File: src/rtl/uart_pkg.sv
// Shared UART definitions: frame FSM states, parity selectors and the supported
// oversampling ratios. Used by both the TX and RX data paths.
package uart_pkg;

    typedef enum logic [2:0] {
        IDLE,
        START,
        DATA,
        PARITY,
        STOP
    } uart_state_t;

    localparam logic PAR_EVEN = 1'b0;
    localparam logic PAR_ODD  = 1'b1;

    localparam logic [5:0] PRESCALE_8  = 6'd8;
    localparam logic [5:0] PRESCALE_16 = 6'd16;
    localparam logic [5:0] PRESCALE_32 = 6'd32;

    function automatic logic prescale_supported(input logic [5:0] prescale);
        return (prescale == PRESCALE_8) || (prescale == PRESCALE_16) ||
               (prescale == PRESCALE_32);
    endfunction

endpackage

File: src/rtl/uart_tx_bit_timer.sv
// Counts oversampling cycles within one UART bit and pulses bit_done on the
// last cycle (count == prescale-1). The counter is held at zero while clear is high.
module uart_tx_bit_timer (
    input  logic       clk,
    input  logic       reset,
    input  logic       clear,
    input  logic [5:0] prescale,
    output logic       bit_done
);

    logic [5:0] count;
    logic       last_cycle;

    assign last_cycle = (count == prescale - 6'd1);
    assign bit_done   = last_cycle && !clear;

    // NOTE: sequential state uses non-blocking assignments so every flop samples
    // pre-edge values, regardless of the order the always_ff blocks are evaluated.
    always_ff @(posedge clk) begin
        if (reset || clear) begin
            count <= '0;
        end else if (last_cycle) begin
            count <= '0;
        end else begin
            count <= count + 6'd1;
        end
    end

endmodule

File: src/rtl/uart_tx_frame_serializer.sv
// UART transmitter: serializes one latched word into start, data (LSB first),
// optional parity and stop bits, each held for the latched prescale cycles.
module uart_tx_frame_serializer
    import uart_pkg::*;
#(
    parameter int DATA_WIDTH = 8
) (
    input  logic                  clk,
    input  logic                  reset,
    input  logic [5:0]            prescale,
    input  logic [DATA_WIDTH-1:0] P_DATA,
    input  logic                  data_valid,
    input  logic                  PAR_EN,
    input  logic                  PAR_TYP,
    output logic                  TX_OUT,
    output logic                  busy
);

    localparam int IDX_W = (DATA_WIDTH > 1) ? $clog2(DATA_WIDTH) : 1;
    localparam logic [IDX_W-1:0] LAST_IDX = IDX_W'(DATA_WIDTH - 1);

    uart_state_t           state, state_n;
    logic [IDX_W-1:0]      bit_idx, bit_idx_n;
    logic [DATA_WIDTH-1:0] data_q;
    logic                  par_en_q, par_typ_q;
    logic [5:0]            prescale_q;
    logic                  accept, bit_done, tx_n;

    assign accept = (state == IDLE) && data_valid && !busy && prescale_supported(prescale);

    uart_tx_bit_timer u_bit_timer (
        .clk      (clk),
        .reset    (reset),
        .clear    (state == IDLE),
        .prescale (prescale_q),
        .bit_done (bit_done)
    );

    // NOTE: every output of this block gets a default first, so no path through
    // the case statement can leave a value unassigned and infer a latch.
    always_comb begin
        state_n   = state;
        bit_idx_n = bit_idx;
        unique case (state)
            IDLE:   if (accept) state_n = START;
            START:  if (bit_done) begin
                        state_n   = DATA;
                        bit_idx_n = '0;
                    end
            DATA:   if (bit_done) begin
                        if (bit_idx == LAST_IDX) state_n = par_en_q ? PARITY : STOP;
                        else                     bit_idx_n = bit_idx + IDX_W'(1);
                    end
            PARITY: if (bit_done) state_n = STOP;
            STOP:   if (bit_done) state_n = IDLE;
            default: state_n = IDLE;
        endcase

        // Line level is decoded from the next state so TX_OUT comes straight off a flop.
        unique case (state_n)
            START:   tx_n = 1'b0;
            DATA:    tx_n = data_q[bit_idx_n];
            PARITY:  tx_n = (^data_q) ^ (par_typ_q == PAR_ODD);
            default: tx_n = 1'b1;
        endcase
    end

    always_ff @(posedge clk) begin
        if (reset) begin
            state      <= IDLE;
            bit_idx    <= '0;
            TX_OUT     <= 1'b1;
            busy       <= 1'b0;
            data_q     <= '0;
            par_en_q   <= 1'b0;
            par_typ_q  <= 1'b0;
            prescale_q <= '0;
        end else begin
            state   <= state_n;
            bit_idx <= bit_idx_n;
            TX_OUT  <= tx_n;
            busy    <= (state_n != IDLE);
            if (accept) begin
                data_q     <= P_DATA;
                par_en_q   <= PAR_EN;
                par_typ_q  <= PAR_TYP;
                prescale_q <= prescale;
            end
        end
    end

endmodule

File: config.mk
export PLATFORM = sky130hd
export DESIGN_NAME = uart_tx_frame_serializer
export DESIGN_NICKNAME = d
export VERILOG_FILES = /design/src/rtl/uart_pkg.sv /design/src/rtl/uart_tx_bit_timer.sv /design/src/rtl/uart_tx_frame_serializer.sv
export SDC_FILE = /design/constraint.sdc
export NUM_CORES = 1
export LEC_CHECK = 0
export ABC_CLOCK_PERIOD_IN_PS = 7800
export BUFFER_PORTS_ARGS = -buffer_cell sky130_fd_sc_hd__buf_4
export CORE_MARGIN = 4
export CORE_UTILIZATION = 40
export DETAILED_ROUTE_END_ITERATION = 8
export PLACE_DENSITY = 0.69
export SLEW_MARGIN = 15
export SYNTH_ARGS = -nofsm -noshare
export SYNTH_HDL_FRONTEND = slang
export SYNTH_SLANG_ARGS = --single-unit
File: constraint.sdc
create_clock -name clk -period 7.8 [get_ports clk]
set_input_delay 0 -clock clk [delete_from_list [all_inputs] [get_ports clk]]
set_output_delay 0 -clock clk [all_outputs]
set_load 0.005 [all_outputs]
==> results of run 1 <==
[per-stage QoR]
stage	cells	utilization, %	setup WS, ns	cell area [sq um]	hold WS (ns)
floorplan	201	-	5.08	1670	0.140
global placement	262	45.7	4.92	1840	0.256
detailed placement	262	45.7	4.84	1840	0.260
CTS	282	50.8	4.82	2050	0.0655
global route	282	50.8	4.48	2050	0.0881
finish	282	50.8	4.81	2050	0.0745
[power by group through the flow]
stage | logic, mW | registers (mW) | clock network [mW]
final | 0.0240 | 0.156 | 0.114
after global routing | 0.0269 | 0.156 | 0.125
after CTS | 0.0239 | 0.156 | 0.119
after detailed placement | 0.0188 | 0.159 | 0
after global placement | 0.0187 | 0.159 | 0
after floorplan | 0.0102 | 0.159 | 0
[registers in the layout (all words and copies together), names as in the netlist]
register           cells
bit_idx                3
data_q                 8
prescale_q             6
state                  3
u_bit_timer.count      6
TX_OUT                 1
par_en_q               1
par_typ_q              1
busy                   1
[layer usage]
layer / wire length (um) / vias to the layer above / share of wire (%)
li1: - / 772 / -
met1: 1720 / 646 / 49
met2: 1560 / 40 / 44
met3: 163 / 8 / 4.6
met4: 78 / 0 / 2.2
met5: 0 / - / 0
[worst reg2reg max path, cell delays in order (launching register included)]
cell                      delay, ns
sky130_fd_sc_hd__dfxtp_1       0.38
sky130_fd_sc_hd__inv_1         0.08
sky130_fd_sc_hd__ha_1          0.23
sky130_fd_sc_hd__and2_1        0.19
sky130_fd_sc_hd__a211o_2       0.34
sky130_fd_sc_hd__a32oi_1       0.59
sky130_fd_sc_hd__nor3_1        0.18
sky130_fd_sc_hd__mux2i_1       0.40
sky130_fd_sc_hd__nor2_1        0.10
sky130_fd_sc_hd__a22o_1        0.24
sky130_fd_sc_hd__o31ai_1       0.20
[final timing paths]
kind / start / to / slack (ns) / depth (start not counted)
setup / recovery: prescale_q[0] / TX_OUT / 4.81 / 10
hold / removal: reset / state[0] / 0.07 / 2
setup reg to reg: prescale_q[0] / TX_OUT / 4.81 / 10
hold reg to reg: prescale_q[5] / prescale_q[5] / 0.47 / 2
[cell usage after synthesis (all sizes together), types with 2 or more instances]
| master | instances |
|---|---|
| xnor2 | 13 |
| nor3b | 3 |
| clkbuf | 8 |
| o31ai | 2 |
| or3 | 3 |
| nand3b | 2 |
| a22o | 3 |
| a21oi | 19 |
| nor2b | 2 |
| nand4 | 2 |
| nor2 | 19 |
| a211o | 3 |
| nand2 | 31 |
| inv | 5 |
| ha | 3 |
| a211oi | 4 |
| dfxtp | 30 |
| xor2 | 7 |
| nand3 | 5 |
| nor4 | 4 |
| and3 | 2 |
| nor3 | 7 |
| and2 | 3 |
| o21ai | 7 |
| mux2i | 3 |
[final cells by class]
cell class | instances | share of cell area, %
multi-input combinational | 157 | 49.3
sequential | 30 | 29.3
timing repair buffer | 33 | 13.7
clock buffer | 7 | 3.73
tap | 50 | 3.06
inverter | 5 | 0.917
[kinds of logic after synthesis]
| logic type | count (synthesis) | share of synthesized area (%) |
|---|---|---|
| buf+inv | 14 | 3.45 |
| xor+xnor | 20 | 10.5 |
| mux | 3 | 1.80 |
| simple gates | 86 | 26.6 |
| compound gates | 45 | 19.4 |
| fa+ha+maj | 3 | 2.25 |
| flops | 30 | 36.0 |
==> Flow_metrics.wiki, run 1 <==
{| class="wikitable"
! Metric !! Value
|-
| Cell count after synthesis || between 200 and 250
|-
| Number of buffers inserted by hold repair at cts || 13
|-
| Clock Pin Slew Worst Setup and Hold Paths || 0.06 ns
|-
| Nets in the synthesized netlist || roughly 220
|-
| Number of optimization iterations in the first detailed-route pass || 4
|-
| List of cells traversed by the critical path || inv_1 -> ha_1 -> and2_1 -> a211o_2 -> a32oi_1 -> nor3_1 -> mux2i_1 -> nor2_1 -> a22o_1 -> o31ai_1
|-
| Final number of hold-violating endpoints || 0
|-
| Routing usage on met1 || 20.4%
|-
| Switching Power || 0.0641 mW
|-
| Proportion of netlist area held by the largest area contributor || 36.0%
|-
| Combined global-route utilization of all metal layers || 15.0%
|-
| Power Dens Cells || 144 nW/um^2
|-
| Largest incremental delay on the critical path || 0.59 ns
|-
| Top cell family by delay on the critical path || compound AO/OA/AOI/OAI gates
|-
| Number of levels the H-tree was split into || 2
|-
| Top library cells by usage in the layout, fill and taps aside || sky130_fd_sc_hd__nand2_1, sky130_fd_sc_hd__dfxtp_1, sky130_fd_sc_hd__buf_4
|-
| Total grt overflow || 0
|-
| Library cell occupying the most area in the post-synthesis netlist || sky130_fd_sc_hd__dfxtp_1
|-
| Total of buffers placed on input and output ports || 20
|-
| Via total after detailed routing || 1466
|-
| Max VDD drop || 0.0912 mV
|-
| Slew Viols, Final || 0
|-
| Total Neg Setup Slack || 0 ns
|-
| Met2 routing resource usage after global routing || 22.7%
|-
| Number of distinct library cells after synthesis || between 40 and 50
|-
| Initial antenna violation count || 0
|-
| Per-instance average area after synthesis || 8.29 sq um
|-
| Max-slew headroom at the worst pin || approximately a third
|-
| Die X-Extent || 72.6 um
|-
| Remaining DRCs || 0
|-
| Final ANT Viol Nets || 0
|-
| Most used routing layer in global routing || met2
|-
| Kind of critical path || reg2reg
|-
| Slew at the pin closest to its max-slew limit || just over 1 ns
|-
| Maximum root-to-sink buffer count || 2
|-
| Share of final-layout standard cells stronger than drive strength 1 || 15.9%
|-
| Met3 Usage GRT || 3.46%
|-
| Post-route total power || approximately 0.3 mW
|-
| Wire length of the first global-routing pass || 6.30 mm
|-
| Buffer count from post-CTS setup fixing || 0
|-
| Status || completed
|-
| Synth Warn # || 0
|-
| Cells taking the most area after synthesis || sky130_fd_sc_hd__dfxtp_1, sky130_fd_sc_hd__nand2_1, sky130_fd_sc_hd__xnor2_1
|-
| Detailed Route WL || 3.52 mm
|-
| Count of endpoints failing setup in the final report || 0
|-
| Critical path endpoint category || flop
|-
| Final min period || 2.99 ns
|-
| Cell area after synthesis || 1670 sq um
|-
| Switching share of total power || 21.8%
|-
| Most instantiated flip-flop cell in the synthesis netlist || sky130_fd_sc_hd__dfxtp_1
|-
| DR WL/cell || 12.5 um
|-
| Half-perimeter wire length of the detailed placement result || about 2.5 mm
|-
| Library cell contributing the largest single delay on the critical path || sky130_fd_sc_hd__a32oi_1
|-
| Kind of start point of the critical path || flop
|-
| Setup repair after global routing missed its margin || false
|-
| Share of async-settable or async-resettable flops after synthesis || 0%
|-
| Clock latency on the worst-skew pair || 0.28 ns
|-
| Leakage || 0.711 nW
|-
| Setup Skew || between 0.004 and 0.005 ns
|-
| Sinks on the clock net || 30
|-
| Synth Register Bits || 30
|-
| Initial standard-cell utilization of the core || 41.4%
|-
| Maximum capacitance violations || 0
|-
| Register share of total power || between 50% and 60%
|-
| Core region area || 4030 sq um
|-
| Count of fill cells added during filler insertion || about 390
|-
| Number of design-rule violations left by the first detailed-router iteration || 102
|-
| Rows || 23
|-
| Number of flops mapped to enable cells by yosys || 0
|-
| Sequential cell area fraction in the yosys report || 36.0%
|-
| Clock tree root buffer cell || sky130_fd_sc_hd__clkbuf_8
|-
| Signed area change from the synthesized netlist to the final layout || 22.8%
|-
| Net count of the finished layout || 254
|-
| Period Utilization, post-route || a little under two fifths
|-
| Critical path data required time || 7.99 ns
|-
| Highest achievable clock rate || 0.334 GHz
|-
| # diodes || 0
|-
| Cts repair resizes || 0
|-
| Vias in the first global route || 1356
|-
| Last weighted congestion value of the routability-driven placer || 0.803
|-
| Number of buffers added by the clock tree synthesis step || 5
|-
| Commonest non-fill, non-tap cell in the layout || sky130_fd_sc_hd__nand2_1
|-
| Sum of buffers and inverters on the critical path || 1
|-
| CTS tree || built
|-
| Detail-routed via count per cell || 5.20
|-
| Maximum number of pins on one net before global-route repair || 26
|-
| DIE HEIGHT || 72.6 um
|-
| Top-level I/O count || 21
|-
| Max Fanout on Critical Path || 8
|-
| Combinational group share of total power || around 8%
|-
| HP Class || in2reg
|-
| Clk network pwr share || 38.9%
|-
| Area taken by flip-flops and latches || 601 sq um
|-
| Critical path data arrival time || 3.19 ns
|-
| Area used by multi-input combinational logic || 1010 sq um
|-
| Die outline area || 5260 sq um
|-
| Internal cell power || around 0.23 mW
|}
Note: power is estimated with default switching activity, not from simulation.
==> run 2, diff against run 1 <==
Settings changed: ABC_AREA set to 1, ABC_CLOCK_PERIOD_IN_PS 7800 to 2600, PLACE_DENSITY 0.69 to 0.71.
Clock period 7.8 ns to 2.6 ns, I/O delays scaled along.
==> run 2 against run 1 <==
Clock-buffer cell count shrank 1. Cell count grew 21%. Sequential share of layout area shrank 1.0 points. Global-route usage grew 0.35 points. Die area grew 1.1%. Sequential cell count is the same. Synthesized cell count grew 26%. Wire length grew 0.74%. Clock power grew to 3.4 times the previous value. Total power grew to 3.2 times the previous value. Largest cell class unchanged. Largest power group unchanged.
==> Flow_metrics.wiki, run 2 <==
{| class="wikitable"
! Metric !! Value
|-
| Max-slew headroom at the worst pin || 68.9% (was 31.5%)
|-
| Critical path data arrival time || 2.36 ns (was 3.19 ns)
|-
| Share of async-settable or async-resettable flops after synthesis || 0% (unchanged)
|-
| Die X-Extent || 73.0 um (was 72.6 um)
|-
| Cell with the most instances after synthesis || sky130_fd_sc_hd__nand2_1 (unchanged)
|-
| Clock tree root buffer cell || sky130_fd_sc_hd__clkbuf_8 (unchanged)
|-
| Setup repair after global routing missed its margin || false (unchanged)
|-
| Final instance count without filler cells || 342 (was 282)
|-
| Clock latency on the worst-skew pair || 0.28 ns (about the same)
|-
| Max Fanout on Critical Path || 5 (was 8)
|-
| Power Dens Cells || 441 nW/um^2 (was 144 nW/um^2)
|-
| Buffer count from post-CTS setup fixing || 0 (unchanged)
|-
| Cell area after placement || 1900 sq um (was 1840 sq um)
|-
| DR WL/cell || 10.4 um (was 12.5 um)
|-
| Number of distinct library cells after synthesis || 25 (was 45)
|-
| Count of endpoints failing setup in the final report || 0 (unchanged)
|-
| Top-level I/O count || 21 (unchanged)
|-
| Synth Warn # || 0 (unchanged)
|-
| Final ANT Viol Nets || 0 (unchanged)
|-
| Most used standard cells in the synthesized netlist || sky130_fd_sc_hd__nand2_1, sky130_fd_sc_hd__nor2_1, sky130_fd_sc_hd__inv_1, sky130_fd_sc_hd__dfxtp_1, sky130_fd_sc_hd__nand3_1 (was sky130_fd_sc_hd__nand2_1, sky130_fd_sc_hd__dfxtp_1, sky130_fd_sc_hd__a21oi_1, sky130_fd_sc_hd__nor2_1, sky130_fd_sc_hd__xnor2_1)
|-
| Slew at the pin closest to its max-slew limit || 0.464 ns (was 1.02 ns)
|-
| Final number of hold-violating endpoints || 0 (unchanged)
|-
| Via total after detailed routing || 1610 (was 1466)
|-
| Number of design-rule violations left by the first detailed-router iteration || 71 (was 102)
|-
| Net count of the finished layout || 313 (was 254)
|-
| Status || completed (unchanged)
|-
| Maximum capacitance violations || 0 (unchanged)
|-
| Kind of critical path || reg2reg (unchanged)
|-
| Total grt overflow || 0 (unchanged)
|-
| Synth Register Bits || 30 (unchanged)
|-
| Nets in the synthesized netlist || 275 (was 223)
|-
| Critical path endpoint category || flop (unchanged)
|-
| Setup Skew || 0.00336 ns (was 0.00481 ns)
|-
| Library cell occupying the most area in the post-synthesis netlist || sky130_fd_sc_hd__dfxtp_1 (unchanged)
|-
| Post-route total power || 0.935 mW (was 0.294 mW)
|-
| Switching share of total power || 22.7% (was 21.8%)
|-
| Maximum number of pins on one net before global-route repair || 20 (was 26)
|-
| Vias in the first global route || 1493 (was 1356)
|-
| Wire length of the first global-routing pass || 6.38 mm (was 6.30 mm)
|-
| Slew Viols, Final || 0 (unchanged)
|-
| Sinks on the clock net || 30 (unchanged)
|-
| Per-instance average area after synthesis || 6.67 sq um (was 8.29 sq um)
|-
| Kind of start point of the critical path || flop (unchanged)
|-
| Last weighted congestion value of the routability-driven placer || 0.908 (was 0.803)
|-
| CTS tree || built (unchanged)
|-
| Register share of total power || 50.3% (was 53.0%)
|-
| Largest regs || data_q x8, prescale_q x6, u_bit_timer.count x6 (unchanged)
|-
| Sequential cell area fraction in the yosys report || 35.6% (was 36.0%)
|-
| Final worst-path setup slack || 0.416 ns (was 4.81 ns)
|-
| Maximum root-to-sink buffer count || 2 (unchanged)
|-
| Core region area || 4030 sq um (unchanged)
|-
| Internal cell power || 0.722 mW (was 0.230 mW)
|-
| Combined global-route utilization of all metal layers || 15.3% (was 15.0%)
|-
| Cells taking the most area after synthesis || sky130_fd_sc_hd__dfxtp_1, sky130_fd_sc_hd__nand2_1, sky130_fd_sc_hd__nor2_1 (was sky130_fd_sc_hd__dfxtp_1, sky130_fd_sc_hd__nand2_1, sky130_fd_sc_hd__xnor2_1)
|-
| Max reg flops || 8 (unchanged)
|-
| Highest achievable clock rate || 0.458 GHz (was 0.334 GHz)
|-
| Hold Slack || 0.0130 ns (was 0.0745 ns)
|-
| Placement Setup Slack || 0.451 ns (was 4.84 ns)
|-
| Cell count after synthesis || 253 (was 201)
|-
| DIE HEIGHT || 73.0 um (was 72.6 um)
|-
| Clk network pwr share || 41.4% (was 38.9%)
|-
| Clock Pin Slew Worst Setup and Hold Paths || 0.06 ns (about the same)
|-
| HP Class || in2reg (unchanged)
|-
| Rows || 23 (unchanged)
|-
| Finished layout cell area || 2120 sq um (was 2050 sq um)
|-
| Placed Instances || 322 (was 262)
|-
| Signed area change from the synthesized netlist to the final layout || 25.6% (was 22.8%)
|-
| Number of buffers added by the clock tree synthesis step || 5 (unchanged)
|-
| Cts repair resizes || 0 (unchanged)
|-
| Commonest non-fill, non-tap cell in the layout || sky130_fd_sc_hd__nand2_1 (unchanged)
|-
| Number of levels the H-tree was split into || 2 (unchanged)
|-
| Combinational group share of total power || 8.4% (was 8.2%)
|-
| Cell area after synthesis || 1690 sq um (was 1670 sq um)
|-
| Die outline area || 5320 sq um (was 5260 sq um)
|-
| Initial antenna violation count || 0 (unchanged)
|-
| Register containing the most flip-flops in the final layout || data_q (unchanged)
|-
| Proportion of netlist area held by the largest area contributor || 35.6% (was 36.0%)
|-
| Count of fill cells added during filler insertion || 412 (was 386)
|-
| Number of optimization iterations in the first detailed-route pass || 4 (unchanged)
|-
| Total of buffers placed on input and output ports || 20 (unchanged)
|-
| Remaining DRCs || 0 (unchanged)
|-
| Number of flops mapped to enable cells by yosys || 0 (unchanged)
|-
| Half-perimeter wire length of the detailed placement result || 2.67 mm (was 2.50 mm)
|-
| Switching Power || 0.212 mW (was 0.0641 mW)
|-
| Total Neg Setup Slack || 0 ns (unchanged)
|-
| Detailed Route WL || 3.55 mm (was 3.52 mm)
|-
| Initial standard-cell utilization of the core || 41.9% (was 41.4%)
|-
| Share of final-layout standard cells stronger than drive strength 1 || 15.8% (was 15.9%)
|-
| Most instantiated flip-flop cell in the synthesis netlist || sky130_fd_sc_hd__dfxtp_1 (unchanged)
|-
| Leakage || 0.986 nW (was 0.711 nW)
|-
| Max VDD drop || 0.334 mV (was 0.0912 mV)
|-
| Final Core Density || 52.6% (was 50.8%)
|-
| Top library cells by usage in the layout, fill and taps aside || sky130_fd_sc_hd__nand2_1, sky130_fd_sc_hd__nor2_1, sky130_fd_sc_hd__inv_1 (was sky130_fd_sc_hd__nand2_1, sky130_fd_sc_hd__dfxtp_1, sky130_fd_sc_hd__buf_4)
|-
| Period Utilization, post-route || 84.0% (was 38.4%)
|-
| Final min period || 2.18 ns (was 2.99 ns)
|-
| Critical path data required time || 2.77 ns (was 7.99 ns)
|-
| Detail-routed via count per cell || 4.71 (was 5.20)
|-
| # diodes || 0 (unchanged)
|}
==> run 2: cell types whose count changed in the layout (fill, tap and decap cells not counted), moves of 4 or more <==
cell | previous run | this run
sky130_fd_sc_hd__inv_1 | 5 | 34
sky130_fd_sc_hd__nor3_1 | 6 | 2
sky130_fd_sc_hd__nor2_1 | 19 | 44
sky130_fd_sc_hd__xnor2_1 | 13 | 7
sky130_fd_sc_hd__nand2_1 | 31 | 49
sky130_fd_sc_hd__o21ai_0 | 6 | 15
sky130_fd_sc_hd__a21oi_1 | 19 | 7
sky130_fd_sc_hd__nand3_1 | 5 | 28
sky130_fd_sc_hd__nand3_2 | 0 | 6
==> run 2: worst max-delay path, cell delays in order, from the launching register on <==
cell and delay [ns]:
sky130_fd_sc_hd__dfxtp_1 0.34, sky130_fd_sc_hd__inv_1 0.09, sky130_fd_sc_hd__ha_1 0.31, sky130_fd_sc_hd__inv_1 0.04
sky130_fd_sc_hd__nand2_1 0.05, sky130_fd_sc_hd__nand2_1 0.04, sky130_fd_sc_hd__nor2_1 0.13, sky130_fd_sc_hd__nand3_2 0.10
sky130_fd_sc_hd__nor2_4 0.13, sky130_fd_sc_hd__nand3_2 0.11, sky130_fd_sc_hd__inv_2 0.09, sky130_fd_sc_hd__nand2_2 0.06
sky130_fd_sc_hd__nor2_4 0.10, sky130_fd_sc_hd__nand3_2 0.07, sky130_fd_sc_hd__nand2_2 0.08, sky130_fd_sc_hd__inv_2 0.05
sky130_fd_sc_hd__o21ai_1 0.11, sky130_fd_sc_hd__inv_1 0.06, sky130_fd_sc_hd__nand2_1 0.06, sky130_fd_sc_hd__nand2_1 0.04
==> run 2: layout make-up <==
| type | count | area, sq um | area share [%] |
|---|---|---|---|
| tap | 50 | 62.6 | 2.95 |
| clock buffer | 6 | 82.6 | 3.90 |
| inverter | 38 | 143 | 6.73 |
| multi-input combinational | 182 | 933 | 44.0 |
| clock inverter | 2 | 12.5 | 0.590 |
| sequential | 30 | 601 | 28.3 |
| timing repair buffer | 34 | 285 | 13.5 |
==> run 2: path summary, 6_finish.rpt <==
check,from,endpoint,slack (ns),cells past startpoint
setup / recovery,prescale_q[0],TX_OUT,0.42,19
hold / removal,prescale[3],prescale_q[3],0.01,3
setup reg to reg,prescale_q[0],TX_OUT,0.42,19
hold reg to reg,prescale_q[0],prescale_q[0],0.47,2
==> run 2: power by group through the flow <==
stage	registers [mW]	clock network, mW	logic [mW]
finish	0.470	0.387	0.0783
detailed placement	0.480	0	0.0643
global route	0.470	0.416	0.0889
global placement	0.480	0	0.0641
CTS	0.470	0.397	0.0785
floorplan	0.479	0	0.0340
==> run 2: cells by family after synthesis <==
family | after synthesis | synth area share (%)
multiplexers | 1 | 0.593
AND/OR/NAND/NOR | 141 | 38.5
flip-flops | 30 | 35.6
AO/OA/AOI/OAI | 24 | 7.19
adder cells (fa/ha/maj) | 3 | 2.22
XOR/XNOR | 13 | 6.75
buffers and inverters | 41 | 9.12
==> run 2: timing repair <==
| item | 4_1_cts | 5_1_grt |
|---|---|---|
| hold buffers | 12 | 0 |
| setup endpoints to repair | 0 | 0 |
| hold endpoints to repair | 17 | 0 |
==> run 2: layer usage <==
layer / GRT usage (%) / up-vias / part of all wire [%]
met2: 24.8 / 39 / 44
li1: - / 873 / -
met5: 0 / - / 0
met4: 9.22 / 0 / 3.0
met3: 2.48 / 11 / 5.7
met1: 19.0 / 687 / 47
==> run 3, diff against run 2 <==
Settings changed: ABC_AREA 1 to 0, ABC_CLOCK_PERIOD_IN_PS 2600 to 2200, PLACE_DENSITY 0.71 to 0.69.
Clock period 2.6 ns to 2.2 ns, I/O delays scaled along.
==> run 3 against run 2 <==
The flow now finishes with violations (setup timing). Register-to-register slack got worse by 0.98 ns. Non-clock buffer count is 32 higher. Sequential cell count unchanged. Final area is 16% higher. Critical path type unchanged. Critical endpoint unchanged. Largest cell class unchanged.
==> Flow_metrics.wiki, run 3 (synthesis gave the netlist of run 1 again) <==
{| class="wikitable"
! Metric !! Value
|-
| Maximum root-to-sink buffer count || 2 (unchanged)
|-
| Setup Skew || 0.00602 ns (was 0.00336 ns)
|-
| Remaining DRCs || 0 (unchanged)
|-
| Number of buffers added by the clock tree synthesis step || 5 (unchanged)
|-
| Critical path endpoint category || flop (unchanged)
|-
| Routed met1 length || 1.92 mm (was 1.68 mm)
|-
| Top library cells by usage in the layout, fill and taps aside || sky130_fd_sc_hd__buf_4, sky130_fd_sc_hd__nand2_1, sky130_fd_sc_hd__dfxtp_1 (was sky130_fd_sc_hd__nand2_1, sky130_fd_sc_hd__nor2_1, sky130_fd_sc_hd__inv_1)
|-
| Via total after detailed routing || 1662 (was 1610)
|-
| CTS tree || built (unchanged)
|-
| Maximum number of pins on one net before global-route repair || 26 (was 20)
|-
| Max reg flops || 8 (unchanged)
|-
| Worst setup path start || prescale_q[1] (was prescale_q[0])
|-
| Max VDD drop || 0.344 mV (was 0.334 mV)
|-
| Net count of the finished layout || 287 (was 313)
|-
| Sinks on the clock net || 30 (unchanged)
|-
| Final ANT Viol Nets || 0 (unchanged)
|-
| Final instance count without filler cells || 316 (was 342)
|-
| Highest layer used for signal routing || met4 (unchanged)
|-
| Highest achievable clock rate || 0.362 GHz (was 0.458 GHz)
|-
| Post-route total power || 1.20 mW (was 0.935 mW)
|-
| DIE HEIGHT || 72.6 um (was 73.0 um)
|-
| Final worst-path setup slack || -0.565 ns (was 0.416 ns)
|-
| Number of design-rule violations left by the first detailed-router iteration || 73 (was 71)
|-
| Critical path data required time || 2.40 ns (was 2.77 ns)
|-
| Slew Viols, Final || 0 (unchanged)
|-
| Detailed Route WL || 4.18 mm (was 3.55 mm)
|-
| Total of buffers placed on input and output ports || 20 (unchanged)
|-
| Wire length on met3 || 138 um (was 202 um)
|-
| Signed area change from the synthesized netlist to the final layout || 48.0% (was 25.6%)
|-
| Combined global-route utilization of all metal layers || 16.3% (was 15.3%)
|-
| Setup repair after global routing missed its margin || true (was false)
|-
| Max-slew headroom at the worst pin || 69.8% (was 68.9%)
|-
| Number of levels the H-tree was split into || 2 (unchanged)
|-
| Clock tree root buffer cell || sky130_fd_sc_hd__clkbuf_8 (unchanged)
|-
| Critical path data arrival time || 2.97 ns (was 2.36 ns)
|-
| R2R setup slack || -0.57 ns (was 0.42 ns)
|-
| List of cells traversed by the critical path || or4_4 -> or3_4 -> a211o_4 -> nor3_4 -> mux2i_4 -> nor2_1 -> a22o_1 -> o31ai_2 (was inv_1 -> ha_1 -> inv_1 -> nand2_1 -> nand2_1 -> nor2_1 -> nand3_2 -> nor2_4 -> nand3_2 -> inv_2 -> nand2_2 -> nor2_4 -> nand3_2 -> nand2_2 -> inv_2 -> o21ai_1 -> inv_1 -> nand2_1 -> nand2_1)
|-
| Hold Slack || 0.0697 ns (was 0.0130 ns)
|-
| Rows || 23 (unchanged)
|-
| End point of the critical path || TX_OUT (unchanged)
|-
| Top-level I/O count || 21 (unchanged)
|-
| Count of fill cells added during filler insertion || 352 (was 412)
|-
| Wire length of the first global-routing pass || 6.84 mm (was 6.38 mm)
|-
| Placed Instances || 289 (was 322)
|-
| Total stage count of the critical path || 8 (was 19)
|-
| # diodes || 0 (unchanged)
|-
| Final number of hold-violating endpoints || 0 (unchanged)
|-
| Largest regs || data_q x8, prescale_q x6, u_bit_timer.count x6 (unchanged)
|-
| Total Neg Setup Slack || -2.27 ns (was 0 ns)
|-
| Library cell contributing the largest single delay on the critical path || sky130_fd_sc_hd__or4_4 (was sky130_fd_sc_hd__dfxtp_1)
|-
| Slew at the pin closest to its max-slew limit || 0.450 ns (was 0.464 ns)
|-
| Period Utilization, post-route || 126% (was 84.0%)
|-
| Power Dens Cells || 485 nW/um^2 (was 441 nW/um^2)
|-
| Last weighted congestion value of the routability-driven placer || 0.882 (was 0.908)
|-
| Final min period || 2.77 ns (was 2.18 ns)
|-
| Cells on worst reg2reg path || 8 (was 19)
|-
| Critical register-to-register path startpoint || prescale_q[1] (was prescale_q[0])
|-
| Maximum capacitance violations || 0 (unchanged)
|-
| Commonest non-fill, non-tap cell in the layout || sky130_fd_sc_hd__buf_4 (was sky130_fd_sc_hd__nand2_1)
|-
| Placement Setup Slack || -0.482 ns (was 0.451 ns)
|-
| Detail-routed via count per cell || 5.26 (was 4.71)
|-
| Initial standard-cell utilization of the core || 41.4% (was 41.9%)
|-
| HP Class || in2reg (unchanged)
|-
| Core region area || 4030 sq um (unchanged)
|-
| DR WL/cell || 13.2 um (was 10.4 um)
|-
| Die outline area || 5260 sq um (was 5320 sq um)
|-
| Capture point of the worst reg-to-reg path || TX_OUT (unchanged)
|-
| Leakage || 0.910 nW (was 0.986 nW)
|-
| Count of endpoints failing setup in the final report || 13 (was 0)
|-
| Initial antenna violation count || 0 (unchanged)
|-
| Sum of buffers and inverters on the critical path || 0 (was 5)
|-
| Status || complete, but fails checks (was completed)
|-
| Clock Pin Slew Worst Setup and Hold Paths || 0.07 ns (was 0.06 ns)
|-
| Die X-Extent || 72.6 um (was 73.0 um)
|-
| Routed wl met2 || 2.03 mm (was 1.55 mm)
|-
| Share of final-layout standard cells stronger than drive strength 1 || 33.5% (was 15.8%)
|-
| Number of optimization iterations in the first detailed-route pass || 4 (unchanged)
|-
| Top cell family by delay on the critical path || simple AND/OR/NAND/NOR gates (unchanged)
|-
| Total grt overflow || 0 (unchanged)
|-
| Largest incremental delay on the critical path || 0.53 ns (was 0.34 ns)
|-
| Failing checks || setup timing
|-
| Clock latency on the worst-skew pair || 0.28 ns (about the same)
|-
| Register containing the most flip-flops in the final layout || data_q (unchanged)
|-
| Half-perimeter wire length of the detailed placement result || 2.81 mm (was 2.67 mm)
|-
| Kind of start point of the critical path || flop (unchanged)
|-
| Vias in the first global route || 1543 (was 1493)
|-
| Kind of critical path || reg2reg (unchanged)
|-
| Max Fanout on Critical Path || 7 (was 5)
|}
## run 3: routing by layer
layer,global-route usage [%],vias up
met5,0,-
met4,7.17,0
met3,3.32,8
met2,26.2,34
met1,21.2,783
li1,-,837
## run 3: timing repair
item / in CTS / in global routing
endpoints found under the hold margin: 13 / 0
setup endpoints to repair: 14 / 14
setup buffers: 3 / 3
hold buffers: 13 / 0
pin swaps: 4 / 6
resized for setup: 4 / 14
cloned: 0 / 0
## run 3: stage by stage
stage / util (%) / cell area [sq um]
after floorplan: - / 1710
after CTS: 59.2 / 2380
after global routing: 61.2 / 2470
after detailed placement: 51.7 / 2080
final: 61.2 / 2470
after global placement: 51.7 / 2080
## run 3: power by group
| group | switching, mW | total (mW) | internal (mW) |
|---|---|---|---|
| Sequential | 0.00516 | 0.553 | 0.548 |
| Combinational | 0.0381 | 0.0929 | 0.0548 |
| Clock | 0.214 | 0.550 | 0.336 |
| Total | 0.257 | 1.20 | 0.939 |
## run 3: final cells by class
type                    count  area [sq um]  share of cell area (%)
multi-input cells         157          1130                    45.8
inverters                   5          18.8                   0.761
clock inverters             3          45.0                    1.83
clock buffers               5          68.8                    2.79
well taps                  50          62.6                    2.54
repair buffers             66           541                    21.9
flip-flops and latches     30           601                    24.3
## run 3: how the worst min path moves through the flow
| stage | startpoint | end | cells past startpoint |
|---|---|---|---|
| after detailed placement | P_DATA[4] | data_q[4] | 3 |
| after global placement | P_DATA[5] | data_q[5] | 3 |
| after global routing | reset | state[2] | 2 |
| after CTS | reset | bit_idx[1] | 2 |
| after floorplan | P_DATA[0] | data_q[0] | 2 |
| final | reset | state[1] | 2 |
